$ cat src/rtl/multi_mode_counter_if.sv
// Control/data bundle for multi_mode_counter: step/load controls in, code and terminal count out.
// Master drives the controls; the counter (slave) returns Count and the combinational Tc.
interface multi_mode_counter_if #(
  parameter int W = 4
);
  logic         En;
  logic         Up;
  logic         M;
  logic         Load;
  logic [W-1:0] D;
  logic [W-1:0] Count;
  logic         Tc;

  modport master (
    output En, Up, M, Load, D,
    input  Count, Tc
  );

  modport slave (
    input  En, Up, M, Load, D,
    output Count, Tc
  );
endinterface

$ cat src/rtl/multi_mode_counter.sv
// Up/down counter stepping in binary or reflected-Gray order on the falling clock edge.
// One falling edge from Load/En sample to new Count; Tc is combinational; no backpressure.
module multi_mode_counter #(
  parameter int W = 4
) (
  input  logic               Clk,
  input  logic               Reset,
  multi_mode_counter_if.slave bus
);

  localparam logic [W-1:0] ONE      = W'(1);
  localparam logic [W-1:0] GRAY_TOP = {1'b1, {(W-1){1'b0}}};

  logic [W-1:0] count_q;
  logic [W-1:0] count_d;
  logic [W-1:0] bin_cur;
  logic [W-1:0] bin_step;
  logic [W-1:0] gray_next;
  logic [W-1:0] bin_next;
  logic [W-1:0] step_val;
  logic         terminal;

  // Gray-to-binary: each binary bit is the XOR of all Gray bits at or above it.
  always_comb begin
    bin_cur = '0;
    for (int i = 0; i < W; i++) begin
      bin_cur[i] = ^(count_q >> i);
    end
  end

  assign bin_step  = bus.Up ? (bin_cur + ONE) : (bin_cur - ONE);
  assign gray_next = bin_step ^ (bin_step >> 1);
  assign bin_next  = bus.Up ? (count_q + ONE) : (count_q - ONE);
  assign step_val  = bus.M ? gray_next : bin_next;

  always_comb begin
    count_d = count_q;
    if (bus.Load) begin
      count_d = bus.D;
    end else if (bus.En) begin
      count_d = step_val;
    end
  end

  // The wrap point in Gray-up is gray(2^W-1), i.e. MSB set and all lower bits clear.
  always_comb begin
    terminal = 1'b0;
    case ({bus.M, bus.Up})
      2'b01:   terminal = &count_q;
      2'b11:   terminal = (count_q == GRAY_TOP);
      default: terminal = (count_q == '0);
    endcase
  end

  always_ff @(negedge Clk or posedge Reset) begin
    if (Reset) begin
      count_q <= '0;
    end else begin
      count_q <= count_d;
    end
  end

  assign bus.Count = count_q;
  assign bus.Tc    = bus.En & ~bus.Load & terminal;

endmodule

$ cat src/flat_wrapper.sv
// flat-port wrapper written by rule: the top's interface ports become plain ports
module multi_mode_counter_flat 
#(
  parameter int W = 4
)
  (Clk, Reset, bus_En, bus_Up, bus_M, bus_Load, bus_D, bus_Count, bus_Tc);
  multi_mode_counter_if #(.W(W)) bus_i ();
  input  logic Clk;
  input  logic Reset;
  input wire logic [$bits(bus_i.En)-1:0] bus_En;
  input wire logic [$bits(bus_i.Up)-1:0] bus_Up;
  input wire logic [$bits(bus_i.M)-1:0] bus_M;
  input wire logic [$bits(bus_i.Load)-1:0] bus_Load;
  input wire logic [$bits(bus_i.D)-1:0] bus_D;
  output wire logic [$bits(bus_i.Count)-1:0] bus_Count;
  output wire logic [$bits(bus_i.Tc)-1:0] bus_Tc;
  assign bus_i.En = bus_En;
  assign bus_i.Up = bus_Up;
  assign bus_i.M = bus_M;
  assign bus_i.Load = bus_Load;
  assign bus_i.D = bus_D;
  assign bus_Count = bus_i.Count;
  assign bus_Tc = bus_i.Tc;
  multi_mode_counter #(.W(W)) u_core (.Clk(Clk), .Reset(Reset), .bus(bus_i));
endmodule
$ cat config.mk
export PLATFORM = sky130hd
export DESIGN_NAME = multi_mode_counter_flat
export DESIGN_NICKNAME = d
export VERILOG_FILES = /design/src/rtl/multi_mode_counter_if.sv /design/src/rtl/multi_mode_counter.sv /design/src/flat_wrapper.sv
export SDC_FILE = /design/constraint.sdc
export NUM_CORES = 1
export LEC_CHECK = 0
export CORE_AREA = 2 2 39 41
export CTS_BUF_LIST = sky130_fd_sc_hd__clkbuf_8
export CTS_CLUSTER_DIAMETER = 120
export DETAILED_ROUTE_END_ITERATION = 16
export DIE_AREA = 0 0 41 43
export PLACE_DENSITY = 0.73
export SLEW_MARGIN = 30
export SYNTH_ARGS = -nofsm -noshare
export SYNTH_HDL_FRONTEND = slang
export SYNTH_SLANG_ARGS = --single-unit
$ cat constraint.sdc
create_clock -name Clk -period 2 [get_ports Clk]
set_input_delay 0.3 -clock Clk [delete_from_list [all_inputs] [get_ports Clk]]
set_output_delay 0.3 -clock Clk [all_outputs]
set_load 0.05 [all_outputs]
After elaboration in Yosys (flattened, before gate mapping)

Cells that the tools add are included.

Shift-type cells: 0
Bitwise operators: 4
$add $sub $neg: 4
Reductions and logical operators: 7
Muxes and demuxes: 6
Divide/modulo/power cells: 0
Order comparisons: 0
Eq/ne operators: 3
Multipliers: 0

Operators by type and width:

| kind                  | count |
|---|---|
| $mux W4               | 5 |
| $reduce_xor A4 Y1     | 4 |
| $add A4 B1 Y4 const B | 2 |
| $sub A4 B1 Y4 const B | 2 |
| $eq A4 B4 Y1 const B  | 1 |
| $logic_not A4 Y1      | 1 |
| $reduce_and A4 Y1     | 1 |
| $xor A4 B3 Y4         | 1 |
| $and A1 B1 Y1         | 2 |
| $eq A2 B1 Y1 const B  | 1 |
| $eq A2 B2 Y1 const B  | 1 |
| $pmux W1 S2           | 1 |
| $reduce_bool A2 Y1    | 1 |
| $not A1 Y1            | 1 |

Bits in latches: 0
Memories kept: 0
Output and inout bits: 5
Word-level logic and storage cells: 25
Register bits after elaboration: 4
Memory bits (writable): 0
ROM bits: 0

Longest topological paths before layout

Gate-level depths: netlist of run 1.

Word-level depth: 7
Depth in mapped cells: 7
Depth with buffers taken out: 7

==> run_results.csv, run 1 <==
group,metric,value,unit
place,placedCellCount,113,
global_route,grt-ovfl-total,0,
die,die_h,43,microns
timing,fin_worst_skew,0.005592,ns
final_layout,drive_gt1_share,59.05,%
place,hpwl,1247,microns
synthesis,synthDistinctLibCells,26,
synthesis,synth_compound_area_share,17.81,%
detailed_routing,routed_wirelength,1946,microns
worst_setup_path,worstSetupStartpointType,"flop",
clock_network,cts-htree-levels,1,
final_layout,largest_register_ffs,4,
timing,tightest_slew,0.2776,ns
clock_network,ctsLongestPathBuffers,2,
synthesis,synth_seq_cells,4,
clock_network,tritoncts,"done",
worst_setup_path,arrival,2.50,ns
final_layout,layout.nets,127,
power_and_ir_drop,vdd_ir_drop_max,919.8,uV
die,rows,14,
worst_setup_path,critPathMaxFanout,3,
global_route,antenna_found_initial,0,
clock_network,cts_num_sinks,4,
worst_setup_path,worstPathRequired,1.70,ns
clock_network,hold_buffers,0,
die,fp.coreArea,0.001384,sq mm
detailed_routing,first_pass_iters,4,
synthesis,synth_top_family_by_area,"adder cells",
synthesis,yosysSeqAreaShare,18.26,%
synthesis,synthTopCellsByArea,"ha_1 21%, dfrtn_1 18%, xnor2_1 8.0%",
die,io_pins,15,
place,portBuffers,14,
detailed_routing,drt-wirelength-per-cell,16.08,microns
final_layout,num_antenna_cells,0,
status,outcome,"finished, violations left",
worst_setup_path,crit_type,"reg2out",
detailed_routing,drt_iter0_markers,4,
global_route,grt_pass1_vias,703,
global_route,grt_pass1_wl,3015,microns
synthesis,synth_xor_area_share,18.26,%
clock_network,clock-root-buffer,"clkbuf_8",
detailed_routing,vias,624,
place,gp_congestion,0.9041,
status,violations,"negative setup slack",
final_layout,final_cell_mix,"18 x buf_4, 7 x buf_6, 6 x clkdlybuf4s50_1",
clock_network,cts_buffers,3,
power_and_ir_drop,power.density,1655,mW/mm^2
synthesis,syn_inst,63,
synthesis,syn_area_per_cell,8.699,sq um
synthesis,syn_nets,83,
global_route,grt_max_degree,9,
die,die_x,41,microns
die,start_util,39.60,%
die,dieArea,0.001763,sq mm
synthesis,synthAdderAreaFrac,24.20,%
timing,slew_headroom,81.35,%
final_layout,syn_to_final_growth,113.5,%
timing,timing.final.hold_violations,0,
synthesis,netlist_area,548.0,sq um
timing,rsz0062_at_grt,"yes",
detailed_routing,ant_nets,0,
detailed_routing,remaining_drc_errors,0,
synthesis,synthMuxAreaShare,1.826,%
global_route,grt_use_total,26.32,%
clock_network,clk_latency,0.25,ns
final_layout,seqCellArea,100.1,sq um
power_and_ir_drop,total_power,1.936,mW
final_layout,mostFrequentLayoutCell,"buf_4",
final_layout,multi_input_area,556.8,sq um
worst_setup_path,crit_path_end_kind,"primary output",
synthesis,synth_top_area_share,20.55,%
detailed_routing,vias_per_cell,5.157,
timing,slew_violations,0,
synthesis,yosys.area.top_type,"ha_1",
final_layout,stdcell_count,121,
power_and_ir_drop,p_leak,0.5140,nW
synthesis,yosys.area_share.simple,14.16,%
final_layout,nFillCells,70,
synthesis,ys_warn_count,0,
clock_network,clk_pin_slew,0.03,ns
run,cap_violations,0,
timing,fin_ws,-0.7986,ns
timing,setup_viol,9,
hold_path,hold_class,"reg2reg",
==> kinds of logic (layout without fill, tap and decap cells) <==
family | count (synthesis) | count (layout)
and+or+nand+nor | 16 | 16
AOI/OAI and AO/OA | 15 | 15
adders and majority gates | 10 | 10
xor gates and xnor gates | 9 | 9
buffers and inverters | 8 | 50
DFF | 4 | 4
muxes | 1 | 1
==> through the flow <==
| stage | cell area (sq um) | setup WS, ns | hold slack [ns] | utilization (%) | setup TNS (ns) |
|---|---|---|---|---|---|
| floorplan | 574.3 | -0.8981 | 0.8633 | - | -3.192 |
| global placement | 925.9 | -1.243 | 0.7262 | 66.91 | -5.266 |
| detailed placement | 925.9 | -1.283 | 0.7175 | 66.91 | -5.395 |
| CTS | 1091 | -0.7535 | 0.7367 | 78.84 | -3.505 |
| global route | 1170 | -0.8487 | 0.8027 | 84.54 | -4.119 |
| finish | 1170 | -0.7986 | 0.7673 | 84.54 | -3.737 |
==> area by class of cell <==
| cell class | instances | area share (%) |
|---|---|---|
| repair buffers | 40 | 36.04 |
| inverters | 7 | 2.567 |
| multi-input cells | 51 | 47.59 |
| well taps | 16 | 1.711 |
| flip-flops and latches | 4 | 8.556 |
| clock buffers | 3 | 3.529 |
==> cells in the mapped netlist (all sizes together) <==
| master | number |
|---|---|
| a31oi | 2 |
| o221ai | 1 |
| and3 | 1 |
| xnor3 | 1 |
| xor2 | 2 |
| a21o | 2 |
| a211oi | 3 |
| a21oi | 3 |
| inv | 7 |
| dfrtn | 4 |
| clkbuf | 1 |
| nand2 | 4 |
| nor2 | 2 |
| mux2i | 1 |
| nand3 | 2 |
| nand2b | 1 |
| fa | 1 |
| nor3 | 4 |
| or2 | 1 |
| xnor2 | 6 |
| nor2b | 1 |
| ha | 9 |
| o21ai | 3 |
| a221oi | 1 |
==> routing by layer <==
layer  GRT usage [%]  share of wire [%]  wire (microns)  up-vias
met5               0                  0               0        -
met4           18.00                1.6              31        0
met3           2.618                1.6              31        3
met2           42.81                 54            1060       14
met1           30.03                 42             824      301
li1                -                  -               -      306
==> worst max-delay path: stages, from the launching register on <==
cell and delay (ns):
dfrtn_1 0.48, inv_2 0.07, ha_2 0.18, nand3_2 0.07
a21oi_2 0.06, a31oi_2 0.20, nor2_4 0.05, buf_8 0.15
==> report_power, final <==
part	total (mW)	switching, mW	leakage [nW]	internal [mW]
clock	0.175	0.0465	0.0216	0.129
combinational	1.61	0.721	0.444	0.888
sequential	0.152	0.0401	0.0485	0.112
total	1.94	0.808	0.514	1.13
==> path summary, 6_finish.rpt <==
path | from | to | slack (ns) | cells past startpoint
max | u_core.bus.Count[2] | bus_Tc | -0.80 | 7
min | u_core.bus.Count[0] | u_core.bus.Count[1] | 0.77 | 3
max reg2reg | u_core.bus.Count[2] | u_core.bus.Count[2] | -0.33 | 9
min reg2reg | u_core.bus.Count[0] | u_core.bus.Count[1] | 0.77 | 3
max in group asynchronous | Reset | u_core.bus.Count[1] | 0.68 | 2
min in group asynchronous | Reset | u_core.bus.Count[2] | 1.13 | 2
==> what timing repair did <==
item / CTS / global route
setup endpoints to repair: 9 / 9
pin swaps: 16 / 4
resized for setup: 31 / 10
buffers inserted: 3 / 3
Note: power is estimated with default switching activity, not from simulation.
==> run 2, diff against run 1 <==
--- a/config.mk
+++ b/config.mk
@@ -10,7 +10,7 @@
 export CTS_CLUSTER_DIAMETER = 120
 export DETAILED_ROUTE_END_ITERATION = 16
 export DIE_AREA = 0 0 41 43
-export PLACE_DENSITY = 0.73
+export PLACE_DENSITY = 0.7
 export SLEW_MARGIN = 30
 export SYNTH_ARGS = -nofsm -noshare
 export SYNTH_HDL_FRONTEND = slang
==> constraint.sdc (replaced) <==
create_clock -name Clk -period 3.1 [get_ports Clk]
set_input_delay 0.465 -clock Clk [delete_from_list [all_inputs] [get_ports Clk]]
set_output_delay 0.465 -clock Clk [all_outputs]
set_load 0.05 [all_outputs]
==> run_results.csv, run 2 (synthesis results as in run 1) <==
group,metric,value,unit
final_layout,final_cell_mix,"21 x buf_4, 7 x clkdlybuf4s50_1",
clock_network,clk_pin_slew,0.03,ns
power_and_ir_drop,power.density,1112,mW/mm^2
power_and_ir_drop,vdd_ir_drop_max,697.4,uV
hold_path,hold_class,"reg2reg",
final_layout,layout.nets,125,
place,portBuffers,14,
worst_setup_path,timing.rr.start,"u_core.bus.Count[3]",
place,placedCellCount,111,
worst_setup_path,arrival,3.04,ns
global_route,grt_pass1_wl,3153,microns
run,cap_violations,0,
status,outcome,"finished, violations left",
clock_network,cts-htree-levels,1,
die,fp.coreArea,0.001384,sq mm
worst_setup_path,regToRegSetupSlack,0.76,ns
detailed_routing,remaining_drc_errors,0,
hold_path,hold_end,"u_core.bus.Count[0]",
timing,fin_ws,-0.4086,ns
clock_network,clock-root-buffer,"clkbuf_8",
final_layout,utilization,81.28,%
final_layout,multi_input_area,549.3,sq um
detailed_routing,vias_per_cell,5.218,
timing,setup_viol,5,
final_layout,drive_gt1_share,55.34,%
global_route,grt_max_degree,9,
final_layout,nFillCells,75,
detailed_routing,vias,621,
worst_setup_path,crit_chain,"ha_2, nand3_2, a21oi_2, a31oi_2, nor2_4, buf_8",
worst_setup_path,critPathMaxFanout,5,
die,io_pins,15,
final_layout,syn_to_final_growth,105.3,%
place,hpwl,1316,microns
timing,timing.hold.ws,0.7345,ns
detailed_routing,drt-wirelength-per-cell,17.35,microns
hold_path,hp-start,"u_core.bus.Count[0]",
final_layout,seqCellArea,100.1,sq um
power_and_ir_drop,total_power,1.251,mW
detailed_routing,ant_nets,0,
worst_setup_path,reg2reg_depth,9,
worst_setup_path,crit_path_end_kind,"primary output",
die,start_util,39.60,%
final_layout,mostFrequentLayoutCell,"buf_4",
detailed_routing,routed_wirelength,2065,microns
clock_network,cts_num_sinks,4,
die,dieArea,0.001763,sq mm
clock_network,ctsLongestPathBuffers,2,
worst_setup_path,cp_slowest_stage_delay,0.50,ns
die,die_h,43,microns
worst_setup_path,worstSetupStartpointType,"flop",
place,gp_congestion,0.8471,
power_and_ir_drop,p_leak,0.5023,nW
worst_setup_path,critPathTopFamily,"flip-flops",
global_route,grt_use_total,27.10,%
timing,slew_violations,0,
worst_setup_path,slowest_stage,"dfrtn_1",
status,violations,"negative setup slack",
detailed_routing,drt_iter0_markers,9,
worst_setup_path,reg2reg_to,"u_core.bus.Count[3]",
worst_setup_path,crit_type,"reg2out",
hold_path,holdPathStages,4,
global_route,grt-ovfl-total,0,
worst_setup_path,crit_buf_inv,1,
timing,rsz0062_at_grt,"yes",
clock_network,clk_latency,0.24,ns
die,rows,14,
detailed_routing,first_pass_iters,3,
global_route,antenna_found_initial,0,
final_layout,largest_register_ffs,4,
global_route,grt_pass1_vias,732,
timing,timing.final.hold_violations,0,
worst_setup_path,worstPathRequired,2.63,ns
final_layout,stdcell_count,119,
clock_network,tritoncts,"done",
timing,slew_headroom,82.08,%
timing,fin_worst_skew,0.003370,ns
timing,tightest_slew,0.2668,ns
clock_network,cts_buffers,3,
clock_network,hold_buffers,0,
die,die_x,41,microns
final_layout,num_antenna_cells,0,
run 2: timing repair:
action,CTS,global route
hold endpoints to repair,0,0
pin swaps,16,7
setup buffers,4,3
gates resized for setup,24,10
endpoints found under the setup margin,5,6
run 2: power breakdown:
part           total [mW]  internal [mW]  leakage, nW  switching (mW)
registers          0.0941         0.0722       0.0485          0.0220
clock network       0.111         0.0829       0.0216          0.0284
logic                1.05          0.561        0.432           0.484
run 2: final cells by class:
class | instances | area share [%]
Multi-Input combinational cell | 51 | 48.83
Tap cell | 16 | 1.780
Sequential cell | 4 | 8.899
Inverter | 7 | 2.670
Clock buffer | 3 | 3.671
Timing Repair Buffer | 38 | 34.15
run 2: worst max path at each step:
stage                                   start                   to  cells past startpoint
final                     u_core.bus.Count[3]               bus_Tc                      6
after global routing      u_core.bus.Count[2]               bus_Tc                      7
after CTS                 u_core.bus.Count[3]               bus_Tc                      6
after detailed placement               bus_Up  u_core.bus.Count[3]                      7
after global placement                 bus_Up  u_core.bus.Count[2]                      7
after floorplan           u_core.bus.Count[0]               bus_Tc                      5
run 2: layer usage:
metal,up-vias,global-route usage [%],part of all wire [%]
met1,294,28.62,40
met5,-,0,0
met4,0,16.67,2.1
met2,20,45.63,55
li1,301,-,-
met3,6,5.236,2.6
run 2: worst min-delay path, stage by stage, from the launching register on:
cell and delay [ns]:
dfrtn_1 0.38, inv_2 0.10, and3_1 0.15, a21oi_1 0.04, o21ai_0 0.14
run 2: per-stage QoR:
| stage | area (sq um) | setup slack, ns | TNS, ns |
|---|---|---|---|
| after floorplan | 574.3 | -0.5131 | -1.150 |
| after global placement | 910.9 | -0.8192 | -3.147 |
| after detailed placement | 910.9 | -0.8425 | -3.320 |
| after CTS | 1082 | -0.3877 | -0.6515 |
| after global routing | 1125 | -0.4612 | -0.9568 |
| final | 1125 | -0.4086 | -0.7356 |
